### config.mk
export PLATFORM = sky130hd
export DESIGN_NAME = bist_resp_analyzer
export DESIGN_NICKNAME = d
export VERILOG_FILES = /design/src/rtl/bist_resp_analyzer.sv
export SDC_FILE = /design/constraint.sdc
export NUM_CORES = 1
export LEC_CHECK = 0
export ABC_AREA = 0
export CAP_MARGIN = 15
export CORE_UTILIZATION = 40
export CTS_BUF_LIST = sky130_fd_sc_hd__clkbuf_16
export DETAILED_ROUTE_END_ITERATION = 7
export PLACE_DENSITY = 0.7
export SYNTH_ARGS = -nofsm -noshare
export SYNTH_HDL_FRONTEND = slang
export SYNTH_SLANG_ARGS = --single-unit
### constraint.sdc
create_clock -name clk -period 1.45 [get_ports clk]
set_input_delay 0.2175 -clock clk [delete_from_list [all_inputs] [get_ports clk]]
set_output_delay 0.2175 -clock clk [all_outputs]
set_load 0.02 [all_outputs]
### src/rtl/bist_resp_analyzer.sv
// -----------------------------------------------------------------------------
// bist_resp_analyzer
//
// Read-side response analyzer for the SRAM BIST. Each accepted BIST read is
// held in an alignment pipeline as long as the SRAM read latency. When the
// SRAM data returns, it is compared with the stored expected data. Results
// are reported as a per-read pulse, a sticky fail flag, a saturating fail
// count, and the address and syndrome of the first mismatch. Test completion
// is signalled to the BIST controller with a done/pass handshake.
//
// Parameters
//   ADDR_W  SRAM address width
//   DATA_W  SRAM data width
//   RD_LAT  SRAM read latency in cycles (1..4)
//   CNT_W   fail counter width
//
// Ports
//   clk             clock, rising edge
//   rst_n           synchronous active-low reset
//   start           pulse: clear results, flush pipeline, enter ACTIVE
//   test_end        pulse: last read issued, enter DRAIN
//   rd_en           BIST read issued this cycle (accepted only in ACTIVE)
//   rd_addr         address of that read
//   exp_data        expected data of that read
//   mem_q           SRAM read data, valid RD_LAT cycles after rd_en
//   cmp_valid       registered pulse: a compare completed
//   cmp_err         registered pulse: that compare mismatched
//   fail            sticky mismatch flag since start
//   fail_cnt        saturating mismatch count since start
//   first_fail_addr address of the first mismatch
//   first_fail_syn  mem_q ^ exp_data at the first mismatch
//   busy            state is ACTIVE or DRAIN
//   done            state is DONE
//   pass            done & ~fail
// -----------------------------------------------------------------------------
module bist_resp_analyzer #(
  parameter int ADDR_W = 6,
  parameter int DATA_W = 8,
  parameter int RD_LAT = 1,
  parameter int CNT_W  = 8
) (
  input  logic              clk,
  input  logic              rst_n,
  input  logic              start,
  input  logic              test_end,
  input  logic              rd_en,
  input  logic [ADDR_W-1:0] rd_addr,
  input  logic [DATA_W-1:0] exp_data,
  input  logic [DATA_W-1:0] mem_q,
  output logic              cmp_valid,
  output logic              cmp_err,
  output logic              fail,
  output logic [CNT_W-1:0]  fail_cnt,
  output logic [ADDR_W-1:0] first_fail_addr,
  output logic [DATA_W-1:0] first_fail_syn,
  output logic              busy,
  output logic              done,
  output logic              pass
);

  typedef enum logic [1:0] {
    S_IDLE,
    S_ACTIVE,
    S_DRAIN,
    S_DONE
  } state_t;

  state_t state_q, state_d;
  logic [2:0] drain_q, drain_d;

  // Alignment pipeline: stage 0 holds a read accepted last cycle, stage
  // RD_LAT-1 lines up with the SRAM data on mem_q.
  logic [RD_LAT-1:0] vld_q;
  logic [ADDR_W-1:0] addr_q [RD_LAT];
  logic [DATA_W-1:0] exp_q  [RD_LAT];

  logic              cmp_valid_q, cmp_valid_d;
  logic              cmp_err_q,   cmp_err_d;
  logic              fail_q,      fail_d;
  logic [CNT_W-1:0]  cnt_q,       cnt_d;
  logic [ADDR_W-1:0] ffa_q,       ffa_d;
  logic [DATA_W-1:0] ffs_q,       ffs_d;

  logic              accept;
  logic              cmp_hit;
  logic [DATA_W-1:0] syn;

  function automatic logic [CNT_W-1:0] sat_inc(input logic [CNT_W-1:0] v);
    if (&v) return v;
    return v + 1'b1;
  endfunction

  // start takes priority, so a read in the start cycle is never accepted.
  assign accept  = rd_en && (state_q == S_ACTIVE) && !start;
  assign cmp_hit = vld_q[RD_LAT-1];
  assign syn     = mem_q ^ exp_q[RD_LAT-1];

  // Next-state logic: FSM and result registers
  always_comb begin
    state_d     = state_q;
    drain_d     = drain_q;
    cmp_valid_d = 1'b0;
    cmp_err_d   = 1'b0;
    fail_d      = fail_q;
    cnt_d       = cnt_q;
    ffa_d       = ffa_q;
    ffs_d       = ffs_q;

    if (start) begin
      state_d = S_ACTIVE;
      fail_d  = 1'b0;
      cnt_d   = '0;
      ffa_d   = '0;
      ffs_d   = '0;
    end else begin
      unique case (state_q)
        S_ACTIVE: begin
          if (test_end) begin
            state_d = S_DRAIN;
            drain_d = 3'(RD_LAT - 1);
          end
        end
        S_DRAIN: begin
          if (drain_q == 3'd0) state_d = S_DONE;
          else                 drain_d = drain_q - 3'd1;
        end
        default: ;
      endcase

      // The compare is independent of state, so reads accepted up to the
      // test_end cycle still resolve while the FSM drains.
      if (cmp_hit) begin
        cmp_valid_d = 1'b1;
        cmp_err_d   = (syn != '0);
        if (syn != '0) begin
          fail_d = 1'b1;
          cnt_d  = sat_inc(cnt_q);
          if (!fail_q) begin
            ffa_d = addr_q[RD_LAT-1];
            ffs_d = syn;
          end
        end
      end
    end
  end

  // Control and result registers
  always_ff @(posedge clk) begin
    if (!rst_n) begin
      state_q     <= S_IDLE;
      drain_q     <= '0;
      vld_q       <= '0;
      cmp_valid_q <= 1'b0;
      cmp_err_q   <= 1'b0;
      fail_q      <= 1'b0;
      cnt_q       <= '0;
      ffa_q       <= '0;
      ffs_q       <= '0;
    end else begin
      state_q     <= state_d;
      drain_q     <= drain_d;
      cmp_valid_q <= cmp_valid_d;
      cmp_err_q   <= cmp_err_d;
      fail_q      <= fail_d;
      cnt_q       <= cnt_d;
      ffa_q       <= ffa_d;
      ffs_q       <= ffs_d;
      if (start) begin
        vld_q <= '0;
      end else begin
        vld_q[0] <= accept;
        for (int i = 1; i < RD_LAT; i++) vld_q[i] <= vld_q[i-1];
      end
    end
  end

  // Alignment pipeline payload; qualified by vld_q, so no reset needed
  always_ff @(posedge clk) begin
    addr_q[0] <= rd_addr;
    exp_q[0]  <= exp_data;
    for (int i = 1; i < RD_LAT; i++) begin
      addr_q[i] <= addr_q[i-1];
      exp_q[i]  <= exp_q[i-1];
    end
  end

  assign cmp_valid       = cmp_valid_q;
  assign cmp_err         = cmp_err_q;
  assign fail            = fail_q;
  assign fail_cnt        = cnt_q;
  assign first_fail_addr = ffa_q;
  assign first_fail_syn  = ffs_q;
  assign busy            = (state_q == S_ACTIVE) || (state_q == S_DRAIN);
  assign done            = (state_q == S_DONE);
  assign pass            = done && !fail_q;

endmodule

Yosys cells after proc, flatten, opt, wreduce, memory -nomap -nowiden:

Memories as Yosys holds them, arrays and structs flattened. A register that Yosys moved wholly into a read port is not among the register bits.
Cells that the tools add are included.

* flip-flop bits (word level): 25
* memory bits (writable): 14
* input bits: 27
* output and inout port bits: 28
* logic and storage cells: 59
* memories kept: 2

Memories
* exp_q: depth 1, width 8, rd ports 1, clocked after Yosys merged registers in 0, wr ports 1, RTL line 75 `logic [DATA_W-1:0] exp_q [RD_LAT];`
* addr_q: depth 1, width 6, rd ports 1, clocked after Yosys merged registers in 1, wr ports 1, RTL line 74 `logic [ADDR_W-1:0] addr_q [RD_LAT];`

* add/subtract/negate cells: 2
* eq/ne operators: 9
* multiplexer cells: 13
* bitwise logic cells: 5
* reduce and logical (&&, ||, !) cells: 19

Operators with widths (count)
* $reduce_and 3->1: 4
* $add 8x1->8 const B: 1
* $mux 8: 1
* $ne 2x2->1 const B: 4
* $reduce_and 8->1: 1
* $reduce_bool 8->1: 1
* $xor 8x8->8: 1
* $mux 1: 6
* $mux 3: 2
* $ne 3x3->1 const B: 2
* $pmux 3 s2: 1
* $eq 2x2->1 const B: 2
* $mux 2: 2
* $not 1->1: 4
* $pmux 2 s2: 1
* $reduce_and 4->1: 1
* $logic_and 1x1->1: 3
* $logic_not 3->1: 1
* $reduce_bool 3->1: 1
* $reduce_or 3->1: 1
* $sub 3x1->3 const B: 1
* $eq 2x1->1 const B: 1
* $logic_not 1->1: 2
* $reduce_and 2->1: 1
* other kinds (3): 3

Logic depth before layout (Yosys ltp):

An unclocked memory read counts as a cell.

* depth in word-level cells: 8
* depth in mapped cells: 7
* depth with buffers taken out: 7

Worst setup path before layout:

OpenSTA, ideal clock, no wires.

* path kind: flip-flop to flip-flop
* from: register cnt_q[0] (netlist: fail_cnt[0])
* to: register cnt_q[2] (netlist: fail_cnt[2])
* library setup time: 116 ps
* data arrival time: 1414 ps
* data required time: 1334 ps
* slack: -81 ps
* stages on the path, launching flop included: 7
* path buffers: 0
* period minus slack after synthesis: 1531 ps
* cells stage by stage: dfxtp_1 ha_1 nand4_1 o21ai_0 a21oi_1 a211oi_1 a41o_1

* word-level cells in the longest chain between the ends: 7
* elaborated cells between the ends (all ways): 9
* those cells by class: add/sub (1); eq/ne (1); mux (5); reduce/logical (2)

Ends and longest elaborated chain
* start: declaration: RTL line 80 `logic [CNT_W-1:0] cnt_q, cnt_d;`
* start signal: assignment: RTL line 165 `cnt_q <= cnt_d;`
* $reduce_and 8->1: RTL line 89 `if (&v) return v;`
* $mux 1: RTL line 89
* $mux 1: RTL line 135 `if (syn != '0) begin`
* $mux 1: RTL line 132 `if (cmp_hit) begin`
* $mux 1: RTL line 109 `if (start) begin`
* $ne 2x2->1 (no source line)
* $reduce_and 3->1 (no source line)

Parallel ways exist; a longest one is shown, timed or not. The select of a mux whose other input is x is not followed.
A chain may end at the register's enable or synchronous reset.

Final worst setup path:

* from: memory exp_q[0][0]
* to: register cnt_q[3] (netlist: fail_cnt[3])

* word-level cells in the longest chain between the ends: 4

Ends and longest elaborated chain
* start: declaration: RTL line 75
* $mem_v2 1x8
* $xor 8x8->8: RTL line 96 `assign syn = mem_q ^ exp_q[RD_LAT-1];`
* $reduce_bool 8->1: RTL line 135
* $reduce_and 3->1 (no source line)

Every way passes these cells.

==> flow_summary.toml <==
[floorplan]
start_util = 0.420
dieArea_sq_um = 4500
fp-row-count = 23
ioPinCount = 55
die_height_um = 67.1
dieWidth_um = 67.1
core-area_sq_um = 4030

[clock_network]
cts.clk_slew.worst_paths_ns = 0.06
cts_made_buffers = 5
hold_buffers = 0
cts_tree = "built"
cts_htree_levels = 2
cts_sinks = 45
clk_latency_ns = 0.28
cts-root-buf = "clkbuf_16"
max-clock-path-buffers = 2

[synth]
synth.most_common_cell = "dfxtp_1"
ys_seq_area_frac = 0.532
synthCells = 176
synth_area_per_cell_sq_um = 9.63
synth_commonest_cells = "dfxtp_1, nor2_1, nand2_1"
yosysUniqueCellTypes = 33
syn-cell-area_sq_um = 1690
synth_largest_area_cell = "dfxtp_1"
mappedNetlistNets = 209
yosys_warnings = 0
yosys-top-cells-area = "dfxtp_1, nor2_1, xnor2_1"
ys_ff_latch = 45
async_flop_share = 0
netlist.area_leader.share = 0.532
ys.flop_type = "dfxtp_1"
synth-edff-count = 0

[hold_path]
min_path_cells = 1
hold_path_end = "exp_q[0][0]"
worstHoldStart = "exp_data[0]"
hold_path.class = "primary input to flop"

[power_and_ir_drop]
switching_share = 0.228
p_leak_nw = 1.31
pwr-share-clk = 0.417
p_int_mw = 2.09
pwr-share-seq = 0.474
p_comb_frac = 0.109
switchingPower_mw = 0.618
ir_worst_vdd_uv = 976
total_power_mw = 2.71
p_per_area_nw_per_um2 = 988

[timing]
fin_skew_ns = 0.00309
fmax_ghz = 0.653
hold-worst-slack_ns = 0.371
hold_viol_final = 0
relSlewSlack = 0.821
finalSetupViolations = 2
fin_setup_tns_ns = -0.0849
min_period_ns = 1.53
finalMaxSlewViolations = 0
rsz0062_at_grt = "yes"
fin_crit_sh = 1.06
worstMarginPinSlew_ns = 0.265
finalWorstSetupSlack_ns = -0.0813

[setup_path]
cp_max_fo = 6
crit_buf_inv = 0
critPathSlowestCell = "or4_1"
path_delay_family = "simple AND/OR/NAND/NOR gates"
reg2reg_to = "fail_cnt[3]"
required_ns = 1.66
rrSetupSlack_ns = -0.08
r2r_cells = 5
worst_setup_path_end_kind = "flop"
path_class = "flop to flop"
start_kind = "flop"
regToRegStartpoint = "exp_q[0][0]"
path_cells = "xnor2_2, and4_4, a21bo_4, or4_1, a21oi_1"
worst-path-stages = 5
critical_path_arrival_ns = 1.74
critPathMaxStageDelay_ns = 0.40

[route]
dr.first_iter.drc_count = 48
first_pass_iters = 4
drc = 0
via_count = 1507
ant_nets = 0
wl_mm = 3.73
routedWlPerCell_um = 12.1
viasPerCell = 4.88

[cells_and_area]
drive_gt1_frac = 0.255
antenna_cells = 0
nets = 291
area_delta_synth_final_pct = 62.0
post-route-util = 0.681

[run]
max_cap_violations = 0

[placed_design]
dp_slack_ns = -0.397
dpl.hpwl_mm = 2.63
port-buffer-count = 54
place.gp.congestion = 0.839

[grt]
grt_pass1_vias = 1376
gr-total-overflow = 0
grt_pass1_wl_mm = 5.74
grtUsageTotal = 0.171
antenna_found_initial = 0
grt_max_degree = 23

[run_status]
status = "finished with violations"
failed_checks = "setup timing"
==> worst max-delay path by stage <==
| stage | from | slack [ns] | endpoint |
|---|---|---|---|
| after floorplan | fail_cnt[0] | 0.02 | fail_cnt[2] |
| after detailed placement | mem_q[3] | -0.40 | fail_cnt[3] |
| after global placement | mem_q[3] | -0.36 | fail_cnt[3] |
| final | exp_q[0][0] | -0.08 | fail_cnt[3] |
| after CTS | mem_q[2] | -0.08 | fail_cnt[3] |
| after global routing | exp_q[0][0] | -0.11 | fail_cnt[3] |
==> cells by family (layout without fill, tap and decap cells) <==
| family | count (synthesis) | after routing | synth area share |
|---|---|---|---|
| and+or+nand+nor | 64 | 64 | 0.186 |
| DFF | 45 | 45 | 0.532 |
| AOI/OAI and AO/OA | 36 | 36 | 0.144 |
| buffers and inverters | 13 | 96 | 0.0295 |
| xor gates and xnor gates | 9 | 9 | 0.0465 |
| adders and majority gates | 6 | 6 | 0.0443 |
| muxes | 3 | 3 | 0.0177 |
==> layer usage <==
| metal | part of all wire | GRT usage | vias up |
|---|---|---|---|
| met5 | 0 | 0 | - |
| met2 | 0.52 | 0.301 | 41 |
| li1 | - | - | 774 |
| met4 | 0.0072 | 0.0399 | 0 |
| met1 | 0.42 | 0.194 | 688 |
| met3 | 0.052 | 0.0616 | 4 |
==> final cells by class <==
cell class / instances / area (sq um)
fill: 317 / 1280
clock buffer: 5 / 125
sequential: 45 / 908
multi-input combinational: 118 / 851
tap: 50 / 62.6
clock inverter: 3 / 26.3
timing repair buffer: 81 / 744
inverter: 7 / 26.3
==> flip-flops by register name (all words and copies together), names as in the netlist <==
signal,count
first_fail_syn,8
drain_q,3
state_q,2
exp_q,8
fail,1
addr_q,6
fail_cnt,8
cmp_valid,1
cmp_err,1
cmp_hit,1
first_fail_addr,6
==> per-stage QoR <==
stage                     cells  area (sq um)
after floorplan             176          1700
after CTS                   307          2640
after global routing        309          2740
final                       309          2740
after global placement      299          2480
after detailed placement    299          2480
==> power groups by stage <==
| stage | combinational [mW] | sequential (mW) | clock, mW |
|---|---|---|---|
| 2_1_floorplan | 0.108 | 1.31 | 0 |
| 3_3_place_gp | 0.268 | 1.31 | 0 |
| 3_5_place_dp | 0.273 | 1.31 | 0 |
| 4_1_cts | 0.274 | 1.28 | 1.15 |
| 5_1_grt | 0.322 | 1.29 | 1.20 |
| 6_report | 0.296 | 1.29 | 1.13 |
==> layout by cell type (no fill, tap or decap), drive strengths merged, types with 3 or more instances in the layout <==
cell	synthesis	routed
nand4	3	3
dfxtp	45	45
xnor2	9	9
o21ai	10	10
clkbuf	5	5
ha	6	6
nand3	8	8
nand2b	3	3
dlymetal6s2s	0	10
buf	1	30
nor2	21	21
mux2i	3	3
clkdlybuf4s50	0	21
a211oi	10	10
dlygate4sd2	0	20
nand2	14	14
a21oi	7	7
nor2b	6	6
inv	7	8
==> timing repair <==
| action | 4_1_cts | 5_1_grt |
|---|---|---|
| endpoints found under the setup margin | 33 | 30 |
| pin swaps | 4 | 6 |
| gates resized for setup | 42 | 26 |
| setup buffers | 0 | 2 |
Note: power is estimated with default switching activity, not from simulation.
